$ cat src/rtl/c1541_gcr_decode.sv
// Read-side GCR decoder for the 1541 track stream: hunts SYNC, de-GCRs 10-bit groups,
// checks header/data XOR sums and writes recovered sector payload into the buffer RAM.
module c1541_gcr_decode #(
  parameter int unsigned SYNC_BITS  = 10,
  parameter int unsigned HDR_WINDOW = 32
) (
  input  logic        i_clk32,
  input  logic        i_reset,
  input  logic        i_enable,
  input  logic        i_bit_en,
  input  logic        i_bit_in,
  output logic        o_sync,
  output logic        o_hdr_ok,
  output logic        o_hdr_err,
  output logic [7:0]  o_hdr_track,
  output logic [7:0]  o_hdr_sector,
  output logic [15:0] o_hdr_id,
  output logic [7:0]  o_buf_addr,
  output logic [7:0]  o_buf_di,
  output logic        o_buf_we,
  output logic        o_data_ok,
  output logic        o_data_err,
  output logic        o_gcr_err
);
  localparam int unsigned WinW = $clog2(HDR_WINDOW + 1);

  typedef enum logic [2:0] {StHunt, StSync, StId, StHdr, StGap, StData} state_t;

  state_t          r_state;
  logic [3:0]      r_ones, r_bit_cnt;
  logic [8:0]      r_shift, r_byte_cnt;
  logic [7:0]      r_cks, r_tmp_sector, r_tmp_track, r_tmp_id2;
  logic [WinW-1:0] r_window;
  logic            r_armed;
  logic            r_sync, r_hdr_ok, r_hdr_err, r_buf_we, r_data_ok, r_data_err, r_gcr_err;
  logic [7:0]      r_hdr_track, r_hdr_sector, r_buf_addr, r_buf_di;
  logic [15:0]     r_hdr_id;

  logic [3:0]      w_ones_nxt;
  logic            w_sync_hit, w_gcr_bad;
  logic [9:0]      w_group;
  logic [4:0]      w_hi, w_lo;
  logic [7:0]      w_byte, w_cks_nxt;
  logic [WinW-1:0] w_window_inc;

  // Returns {valid, nibble}; invalid codes decode as nibble 0.
  function automatic logic [4:0] gcr_dec(input logic [4:0] code);
    case (code)
      5'b01010: gcr_dec = 5'h10;
      5'b01011: gcr_dec = 5'h11;
      5'b10010: gcr_dec = 5'h12;
      5'b10011: gcr_dec = 5'h13;
      5'b01110: gcr_dec = 5'h14;
      5'b01111: gcr_dec = 5'h15;
      5'b10110: gcr_dec = 5'h16;
      5'b10111: gcr_dec = 5'h17;
      5'b01001: gcr_dec = 5'h18;
      5'b11001: gcr_dec = 5'h19;
      5'b11010: gcr_dec = 5'h1A;
      5'b11011: gcr_dec = 5'h1B;
      5'b01101: gcr_dec = 5'h1C;
      5'b11101: gcr_dec = 5'h1D;
      5'b11110: gcr_dec = 5'h1E;
      5'b10101: gcr_dec = 5'h1F;
      default:  gcr_dec = 5'h00;
    endcase
  endfunction

  always_comb begin
    w_ones_nxt = 4'd0;
    if (i_bit_in) w_ones_nxt = (r_ones == 4'hF) ? 4'hF : r_ones + 4'd1;
    w_sync_hit   = i_bit_in && ({28'd0, w_ones_nxt} >= SYNC_BITS);
    w_group      = {r_shift, i_bit_in};
    w_hi         = gcr_dec(w_group[9:5]);
    w_lo         = gcr_dec(w_group[4:0]);
    w_byte       = {w_hi[3:0], w_lo[3:0]};
    w_gcr_bad    = ~(w_hi[4] & w_lo[4]);
    w_cks_nxt    = r_cks ^ w_byte;
    w_window_inc = r_window + WinW'(1);
  end

  always_ff @(posedge i_clk32 or posedge i_reset) begin
    if (i_reset) begin
      r_state      <= StHunt;
      r_ones       <= 4'd0;
      r_bit_cnt    <= 4'd0;
      r_shift      <= 9'd0;
      r_byte_cnt   <= 9'd0;
      r_cks        <= 8'd0;
      r_tmp_sector <= 8'd0;
      r_tmp_track  <= 8'd0;
      r_tmp_id2    <= 8'd0;
      r_window     <= '0;
      r_armed      <= 1'b0;
      r_sync       <= 1'b0;
      r_hdr_ok     <= 1'b0;
      r_hdr_err    <= 1'b0;
      r_hdr_track  <= 8'd0;
      r_hdr_sector <= 8'd0;
      r_hdr_id     <= 16'd0;
      r_buf_addr   <= 8'd0;
      r_buf_di     <= 8'd0;
      r_buf_we     <= 1'b0;
      r_data_ok    <= 1'b0;
      r_data_err   <= 1'b0;
      r_gcr_err    <= 1'b0;
    end else begin
      r_hdr_ok   <= 1'b0;
      r_hdr_err  <= 1'b0;
      r_buf_we   <= 1'b0;
      r_data_ok  <= 1'b0;
      r_data_err <= 1'b0;
      r_gcr_err  <= 1'b0;
      if (!i_enable) begin
        r_state    <= StHunt;
        r_sync     <= 1'b0;
        r_ones     <= 4'd0;
        r_bit_cnt  <= 4'd0;
        r_shift    <= 9'd0;
        r_byte_cnt <= 9'd0;
        r_armed    <= 1'b0;
      end else if (i_bit_en) begin
        r_ones <= w_ones_nxt;
        if (w_sync_hit) begin
          r_data_err <= (r_state == StData);
          r_state    <= StSync;
          r_sync     <= 1'b1;
          r_bit_cnt  <= 4'd0;
        end else if (r_state == StSync) begin
          // Only a 0 reaches here; it is the first bit of the first group.
          r_state   <= StId;
          r_sync    <= 1'b0;
          r_bit_cnt <= 4'd1;
          r_shift   <= 9'd0;
        end else if (r_bit_cnt != 4'd9) begin
          r_shift   <= {r_shift[7:0], i_bit_in};
          r_bit_cnt <= r_bit_cnt + 4'd1;
        end else begin
          r_bit_cnt <= 4'd0;
          r_gcr_err <= w_gcr_bad;
          case (r_state)
            StId: begin
              r_byte_cnt <= 9'd0;
              r_cks      <= 8'd0;
              if (w_byte == 8'h08)      r_state <= StHdr;
              else if (w_byte == 8'h07) r_state <= StData;
              else                      r_state <= StHunt;
            end
            StHdr: begin
              r_cks      <= w_cks_nxt;
              r_byte_cnt <= r_byte_cnt + 9'd1;
              case (r_byte_cnt)
                9'd1: r_tmp_sector <= w_byte;
                9'd2: r_tmp_track  <= w_byte;
                9'd3: r_tmp_id2    <= w_byte;
                9'd4: begin
                  if (w_cks_nxt == 8'h00) begin
                    r_hdr_sector <= r_tmp_sector;
                    r_hdr_track  <= r_tmp_track;
                    r_hdr_id     <= {w_byte, r_tmp_id2};
                    r_hdr_ok     <= 1'b1;
                    r_armed      <= 1'b1;
                    r_window     <= '0;
                  end else begin
                    r_hdr_err <= 1'b1;
                    r_armed   <= 1'b0;
                  end
                end
                9'd6:    r_state <= StGap;
                default: ;
              endcase
            end
            StData: begin
              if (!r_byte_cnt[8]) begin
                if (r_armed) begin
                  r_buf_addr <= r_byte_cnt[7:0];
                  r_buf_di   <= w_byte;
                  r_buf_we   <= 1'b1;
                end
                r_cks      <= w_cks_nxt;
                r_byte_cnt <= r_byte_cnt + 9'd1;
              end else begin
                if (r_armed) begin
                  r_data_ok  <= (w_byte == r_cks);
                  r_data_err <= (w_byte != r_cks);
                end
                r_armed <= 1'b0;
                r_state <= StHunt;
              end
            end
            default: begin
              if (r_armed) begin
                r_window <= w_window_inc;
                if (w_window_inc == WinW'(HDR_WINDOW)) r_armed <= 1'b0;
              end
            end
          endcase
        end
      end
    end
  end

  assign o_sync       = r_sync;
  assign o_hdr_ok     = r_hdr_ok;
  assign o_hdr_err    = r_hdr_err;
  assign o_hdr_track  = r_hdr_track;
  assign o_hdr_sector = r_hdr_sector;
  assign o_hdr_id     = r_hdr_id;
  assign o_buf_addr   = r_buf_addr;
  assign o_buf_di     = r_buf_di;
  assign o_buf_we     = r_buf_we;
  assign o_data_ok    = r_data_ok;
  assign o_data_err   = r_data_err;
  assign o_gcr_err    = r_gcr_err;
endmodule

$ cat config.mk
export PLATFORM = sky130hd
export DESIGN_NAME = c1541_gcr_decode
export DESIGN_NICKNAME = d
export VERILOG_FILES = /design/src/rtl/c1541_gcr_decode.sv
export SDC_FILE = /design/constraint.sdc
export NUM_CORES = 1
export LEC_CHECK = 0
export BUFFER_PORTS_ARGS = -buffer_cell sky130_fd_sc_hd__buf_2
export CAP_MARGIN = 15
export CORE_AREA = 2 2 123 125
export CTS_CLUSTER_DIAMETER = 40
export DETAILED_ROUTE_END_ITERATION = 16
export DIE_AREA = 0 0 125 127
export GPL_TIMING_DRIVEN = 0
export PLACE_DENSITY = 0.7
export SLEW_MARGIN = 25
export SYNTH_ARGS = -nofsm -noshare
export SYNTH_HDL_FRONTEND = slang
export SYNTH_SLANG_ARGS = --single-unit
$ cat constraint.sdc
create_clock -name i_clk32 -period 6 [get_ports i_clk32]
set_input_delay 1.8 -clock i_clk32 [delete_from_list [all_inputs] [get_ports i_clk32]]
set_output_delay 1.8 -clock i_clk32 [all_outputs]
set_load 0.02 [all_outputs]
==> summary.txt, run 1 <==
Detailed routing
  – Via density: 5.84
  – Final ANT Viol Nets: 0
  – First-pass DRT Iterations: 5
  – Number of violations reported at the end of detailed-routing iteration 0: 583
  – Total via count in the routed design: 5346
  – DRC errors left: 0
  – Total wire length: 15800 um
  – Routed wirelength normalized by instance count: 17.2 um

Clocking
  – CTS HTree Levels: 4
  – CTS tree: yes
  – Maximum buffer depth of the clock tree: 2
  – Clock latency on the worst-skew pair: 420 ps
  – Clk slew on worst S/H paths: 60 ps
  – Postcts setup bufs: 0
  – Cts repair resizes: 0
  – Clk sink count: 123
  – Clock tree root driver cell: clkbuf_16
  – Hold Buf Count CTS: 0
  – Clock buffers created by TritonCTS: 17

Hold path
  – Worst hold path class: flip-flop to flip-flop

Floorplan
  – Core box area: 14400 um^2
  – Initial Utilization: 0.446
  – Number of rows created at floorplan: 44
  – Area of the die: 15900 um^2
  – Die width: 125 um
  – Y dimension of the die: 127 um
  – I/O pin total: 60

Timing
  – Fin crit period: 4370 ps
  – Number of max-slew violations in the final report: 0
  – Worst Skew: 10.3 ps
  – Portion of the clock cycle consumed by the worst path in the final layout: 0.729
  – RSZ-0062 raised after global routing: false
  – Slack of the critical path: 1630 ps
  – Worst-margin pin slew: 1070 ps
  – Fin. Hold Viols: 0
  – Worst-case headroom to the max-slew limit: 0.287
  – Smallest hold slack: 479 ps
  – Final-report setup violation count: 0
  – Maximum frequency from static timing analysis: 229 MHz

Final layout
  – Combined area of the multi-input logic cells: 3150 um^2
  – Layout net count: 743
  – Filler Cell Count: 1239
  – Inserted Diodes: 0
  – Post-route cell area: 7590 um^2
  – Fraction of final layout cells with drive strength greater than 1: 0.216
  – Number of non-filler instances in the completed layout: 915
  – Area of all sequential standard cells: 3080 um^2
  – Growth of design area from synthesis to finish: 17.9%

Logic synthesis
  – Post-Synthesis Net Count: 665
  – Avg Inst Size Synth: 10.1 um^2
  – Count leader, synth: dfrtp_1
  – Gate Count Post-Synth: 640
  – Library cell occupying the most area in the post-synthesis netlist: dfrtp_1
  – Proportion of synthesized flip-flops having asynchronous set or reset: 1.00
  – Unique cell type count in the Yosys netlist: 72
  – Number of enable flip-flop cells after synthesis: 0
  – Cell area after synthesis: 6440 um^2
  – Yosys reg bits: 123
  – Portion of synthesized cell area occupied by the leading cell type: 0.478
  – Sequential element share of the synthesized area: 0.478
  – Ys Warns: 0
  – Top cell types by occurrence after synthesis: dfrtp_1 (123), nand2_1 (87), o21ai_0 (69), nor2_1 (31), mux2_4 (26)
  – Primary FF master, synth: dfrtp_1
  – Main area contributors after synthesis: dfrtp_1 (48%), mux2_4 (6.1%), o21ai_0 (5.4%), nand2_1 (5.1%), ha_1 (3.9%)

Placement
  – Post-detail-place hpwl: 11000 um
  – DP Worst Slack: 1260 ps
  – Global placement routability congestion: 0.931
  – Count of input and output buffers: 58
  – Total placed instance area: 7000 um^2
  – Number of cells in the design after placement: 883

Worst setup path
  – Type of destination of the critical path: flip-flop
  – Setup Crit Path Kind: input pin to flip-flop
  – Library cell contributing the largest single delay on the critical path: nor4_1
  – Crit-path max cell delay: 470 ps
  – Cell type with the highest occurrence count on the critical path: buf_2
  – Sequence of cells on the critical path: buf_2 -> inv_1 -> ha_1 -> nand2_1 -> o32a_1 -> buf_2 -> o221ai_1 -> nor4_1 -> nand4b_2 -> buf_6 -> mux2_4
  – Req. time, crit path: 6300 ps
  – Highest fanout seen on the critical path: 10
  – Worst EP arrival: 4670 ps
  – Startpoint type of the worst setup path: input pin

GRT
  – Antenna violations before repair: 0
  – First-pass GRT wire length: 25900 um
  – Maximum number of pins on one net before global-route repair: 73
  – Via count of the first global-routing pass: 5107
  – All-layer global routing usage: 0.201
  – Overall overflow remaining after global route: 0

Power
  – Leakage Power: 3.65 nW
  – Worst vdd rail ir drop: 0.000218 V
  – Pwr dens: 268 nW/um^2

Outcome
  – Run status: completed

Job
  – MaxCap Viol Count: 0
where the power goes:
part / total [W] / switching (W) / internal (W) / leakage (nW)
clock network: 0.00101 / 0.000427 / 0.000585 / 0.273
logic: 0.000168 / 0.000114 / 0.0000534 / 1.72
registers: 0.000854 / 0.0000113 / 0.000843 / 1.65
registers in the layout (all words and copies together), names as in the netlist, 6 cells and up:
| signal | cells |
|---|---|
| o_hdr_id | 16 |
| r_byte_cnt | 9 |
| r_shift | 9 |
| o_buf_addr | 8 |
| o_buf_di | 8 |
| o_hdr_sector | 8 |
| o_hdr_track | 8 |
| r_cks | 8 |
| r_tmp_id2 | 8 |
| r_tmp_sector | 8 |
| r_tmp_track | 8 |
| r_window | 6 |
critical path, delay by kind of cell:
family                   cells  cell delay [ps]
adder cells (fa/ha/maj)      1              350
AND/OR/NAND/NOR              3              940
multiplexers                 1              310
AO/OA/AOI/OAI                2              420
buffers and inverters        4              850
cell type report:
cell class,instances,share of cell area
Multi-Input combinational cell,464,0.414
Sequential cell,123,0.406
Clock buffer,17,0.0561
Timing Repair Buffer,59,0.0419
Tap cell,184,0.0303
Clock inverter,15,0.0204
Buffer,28,0.0183
Inverter,25,0.0130
worst paths after layout:
path / startpoint / endpoint / slack (ps) / depth (start not counted)
min in group asynchronous: i_reset / r_byte_cnt[5] / 1500 / 2
max: i_bit_in / o_hdr_id[5] / 1630 / 11
max reg2reg: r_shift[0] / o_hdr_id[5] / 2770 / 10
max in group asynchronous: i_reset / r_tmp_sector[0] / 3830 / 3
min reg2reg: o_buf_di[1] / o_buf_di[1] / 480 / 2
min: o_buf_di[1] / o_buf_di[1] / 480 / 2
kinds of logic after synthesis:
kind of cell               after synthesis  synth area share
AOI/OAI and AO/OA                      173             0.172
xor gates and xnor gates                 5           0.00680
adders and majority gates               20            0.0389
buffers and inverters                   53            0.0361
DFF                                    123             0.478
muxes                                   47            0.0958
and+or+nand+nor                        219             0.173
cell usage in the layout (no fill, tap or decap), types with 18 or more instances in the layout:
master,synthesis,routed
a21oi_1,24,24
dfrtp_1,123,123
nor2_1,31,31
nand2_1,87,87
clkbuf_1,18,18
inv_1,24,23
buf_2,6,64
ha_1,20,20
o21ai_0,69,69
mux2_4,26,26
metrics by stage:
stage / utilization / TNS [ps] / total power, W
final: 0.526 / 0 / 0.00203
after global routing: 0.526 / 0 / 0.00211
after CTS: 0.525 / 0 / 0.00204
after detailed placement: 0.485 / 0 / 0.00103
after global placement: 0.482 / -33710 / 0.00102
after floorplan: - / 0 / 0.000987
layer usage:
metal | up-vias | global-route usage | routed length (um)
met5 | - | 0 | 0
met3 | 30 | 0.0473 | 982
met1 | 2615 | 0.273 | 7030
met4 | 0 | 0.0784 | 352
li1 | 2472 | - | -
met2 | 229 | 0.315 | 7400
No activity file was read; power rests on OpenSTA's default activity.
==> run 2: changes to the inputs <==
--- a/config.mk
+++ b/config.mk
@@ -12,7 +12,7 @@
 export DETAILED_ROUTE_END_ITERATION = 16
 export DIE_AREA = 0 0 125 127
 export GPL_TIMING_DRIVEN = 0
-export PLACE_DENSITY = 0.7
+export PLACE_DENSITY = 0.73
 export SLEW_MARGIN = 25
 export SYNTH_ARGS = -nofsm -noshare
 export SYNTH_HDL_FRONTEND = slang
==> constraint.sdc (replaced) <==
create_clock -name i_clk32 -period 3.9 [get_ports i_clk32]
set_input_delay 1.17 -clock i_clk32 [delete_from_list [all_inputs] [get_ports i_clk32]]
set_output_delay 1.17 -clock i_clk32 [all_outputs]
set_load 0.02 [all_outputs]
==> summary.txt, run 2 (synthesis results as in run 1) <==
Hold path
  – Worst hold path class: flip-flop to flip-flop
  – Startpoint of the worst hold path: o_buf_di[2]
  – Hold endpoint: o_buf_di[2]
  – Number of cells on the worst hold path: 2

Floorplan
  – Initial Utilization: 0.446
  – Core box area: 14400 um^2
  – Area of the die: 15900 um^2
  – I/O pin total: 60
  – Number of rows created at floorplan: 44
  – Y dimension of the die: 127 um
  – Die width: 125 um

Power
  – Switching share of total power: 0.259
  – Total power consumption of the routed design: 0.00318 W
  – Internal Power: 0.00235 W
  – Pwr dens: 414 nW/um^2
  – Combinational power share: 0.083
  – Clock power share: 0.503
  – NetSw: 0.000825 W
  – Leakage Power: 3.68 nW
  – Register share of total power: 0.413
  – Worst vdd rail ir drop: 0.000336 V

Timing
  – Worst-case headroom to the max-slew limit: 0.344
  – Number of max-slew violations in the final report: 0
  – Post-Route Setup TNS: 0 ps
  – Maximum frequency from static timing analysis: 283 MHz
  – Fin crit period: 3540 ps
  – RSZ-0062 raised after global routing: false
  – Worst Skew: 14.6 ps
  – Portion of the clock cycle consumed by the worst path in the final layout: 0.907
  – Final-report setup violation count: 0
  – Worst-margin pin slew: 985 ps
  – Fin. Hold Viols: 0

GRT
  – Overall overflow remaining after global route: 0
  – Maximum number of pins on one net before global-route repair: 34
  – All-layer global routing usage: 0.205
  – Via count of the first global-routing pass: 5095
  – Antenna violations before repair: 0
  – First-pass GRT wire length: 26300 um

Job
  – MaxCap Viol Count: 0

Worst setup path
  – Startpoint type of the worst setup path: input pin
  – Reg-to-reg critical path startpoint: r_shift[4]
  – Crit-path max cell delay: 350 ps
  – Setup Crit Path Kind: input pin to flip-flop
  – Bufs and invs on worst path: 4
  – Worst EP arrival: 3830 ps
  – Type of destination of the critical path: flip-flop
  – Cell type with the highest occurrence count on the critical path: buf_2
  – Highest fanout seen on the critical path: 10
  – Family of cells with the greatest summed delay on the critical path: buffers and inverters
  – Req. time, crit path: 4200 ps
  – Sequence of cells on the critical path: buf_2 -> inv_1 -> ha_1 -> nand2_1 -> o32a_1 -> buf_2 -> o221ai_1 -> nor4_2 -> nand4b_2 -> buf_6 -> mux2_4
  – Worst-case reg-to-reg path depth: 9
  – Library cell contributing the largest single delay on the critical path: ha_1
  – Reg-to-reg slack, setup: 740 ps
  – R2R Path End: o_hdr_track[1]

Clocking
  – Clock buffers created by TritonCTS: 17
  – Clk sink count: 123
  – CTS tree: yes
  – Maximum buffer depth of the clock tree: 2
  – Postcts setup bufs: 0
  – Hold Buf Count CTS: 0
  – CTS HTree Levels: 4
  – Clk slew on worst S/H paths: 60 ps
  – Clock tree root driver cell: clkbuf_16
  – Clock latency on the worst-skew pair: 410 ps

Final layout
  – Fraction of final layout cells with drive strength greater than 1: 0.222
  – Layout net count: 746
  – Max FFs per register: 16
  – Inserted Diodes: 0
  – Most common cell after layout, fill and taps aside: dfrtp_1
  – Commonest cells after routing, fill and taps aside: dfrtp_1 (123), nand2_1 (87), o21ai_0 (69)
  – Number of non-filler instances in the completed layout: 918
  – Growth of design area from synthesis to finish: 19.1%

Detailed routing
  – First-pass DRT Iterations: 6
  – Met2 routed wirelength: 7770 um
  – Total wire length: 16100 um
  – Number of violations reported at the end of detailed-routing iteration 0: 461
  – Via density: 5.76
  – Total met3 wirelength after detailed routing: 926 um
  – Metal1 wirelength: 7160 um
  – Total via count in the routed design: 5292
  – DRC errors left: 0
  – Final ANT Viol Nets: 0
  – Uppermost signal routing layer after detailed routing: met4
  – Routed wirelength normalized by instance count: 17.5 um

Placement
  – Number of cells in the design after placement: 886
  – Post-detail-place hpwl: 11200 um
  – Global placement routability congestion: 0.887
  – Count of input and output buffers: 58

Outcome
  – Run status: completed
-- run 2: power by group through the flow --
stage	logic, W	registers (W)	clock network [W]
after floorplan	0.000181	0.00134	0
after global placement	0.000241	0.00134	0
after detailed placement	0.000260	0.00134	0
after CTS	0.000261	0.00131	0.00162
after global routing	0.000293	0.00132	0.00168
final	0.000264	0.00131	0.00160
-- run 2: per-stage QoR --
step	hold WS, ps	instance area, um^2	util	setup WS, ps
after detailed placement	470	7050	0.489	-224
after floorplan	446	6440	-	686
after global placement	456	6960	0.483	-162
after global routing	503	7670	0.532	206
final	480	7670	0.532	364
after CTS	482	7650	0.530	168
-- run 2: worst max path at each step --
stage / slack, ps / endpoint / from / depth (start not counted)
after global routing: 210 / o_hdr_id[2] / i_bit_in / 11
after floorplan: 690 / o_hdr_id[11] / i_bit_in / 8
after CTS: 170 / o_hdr_id[2] / i_bit_in / 11
after detailed placement: -220 / o_hdr_track[0] / i_bit_in / 11
final: 360 / o_hdr_track[1] / i_bit_in / 11
after global placement: -160 / o_hdr_sector[6] / i_bit_in / 11
-- run 2: routing by layer --
metal	GRT usage	vias up
met5	0	-
li1	-	2487
met1	0.271	2561
met4	0.0778	0
met2	0.332	222
met3	0.0469	22
-- run 2: layout make-up --
type                       instances  area (um^2)
fill                            1246         6750
buffer                            28          139
clock buffer                      18          439
inverter                          25         97.6
timing repair buffer              62          370
tap                              184          230
sequential                       123         3080
clock inverter                    14          159
multi-input combinational        464         3160
-- run 2: worst reg2reg max path, cell delays in order (launching register included) --
cell	delay, ps
dfrtp_1	510
inv_1	140
ha_1	340
nor2b_1	60
a211oi_1	570
o32ai_1	180
a221oi_1	340
nand4b_2	340
buf_6	270
mux2_4	310
-- run 2: what timing repair did --
item / in CTS / in global routing
gates resized for setup: 0 / 1
endpoints found under the hold margin: 0 / 0
endpoints found under the setup margin: 0 / 26
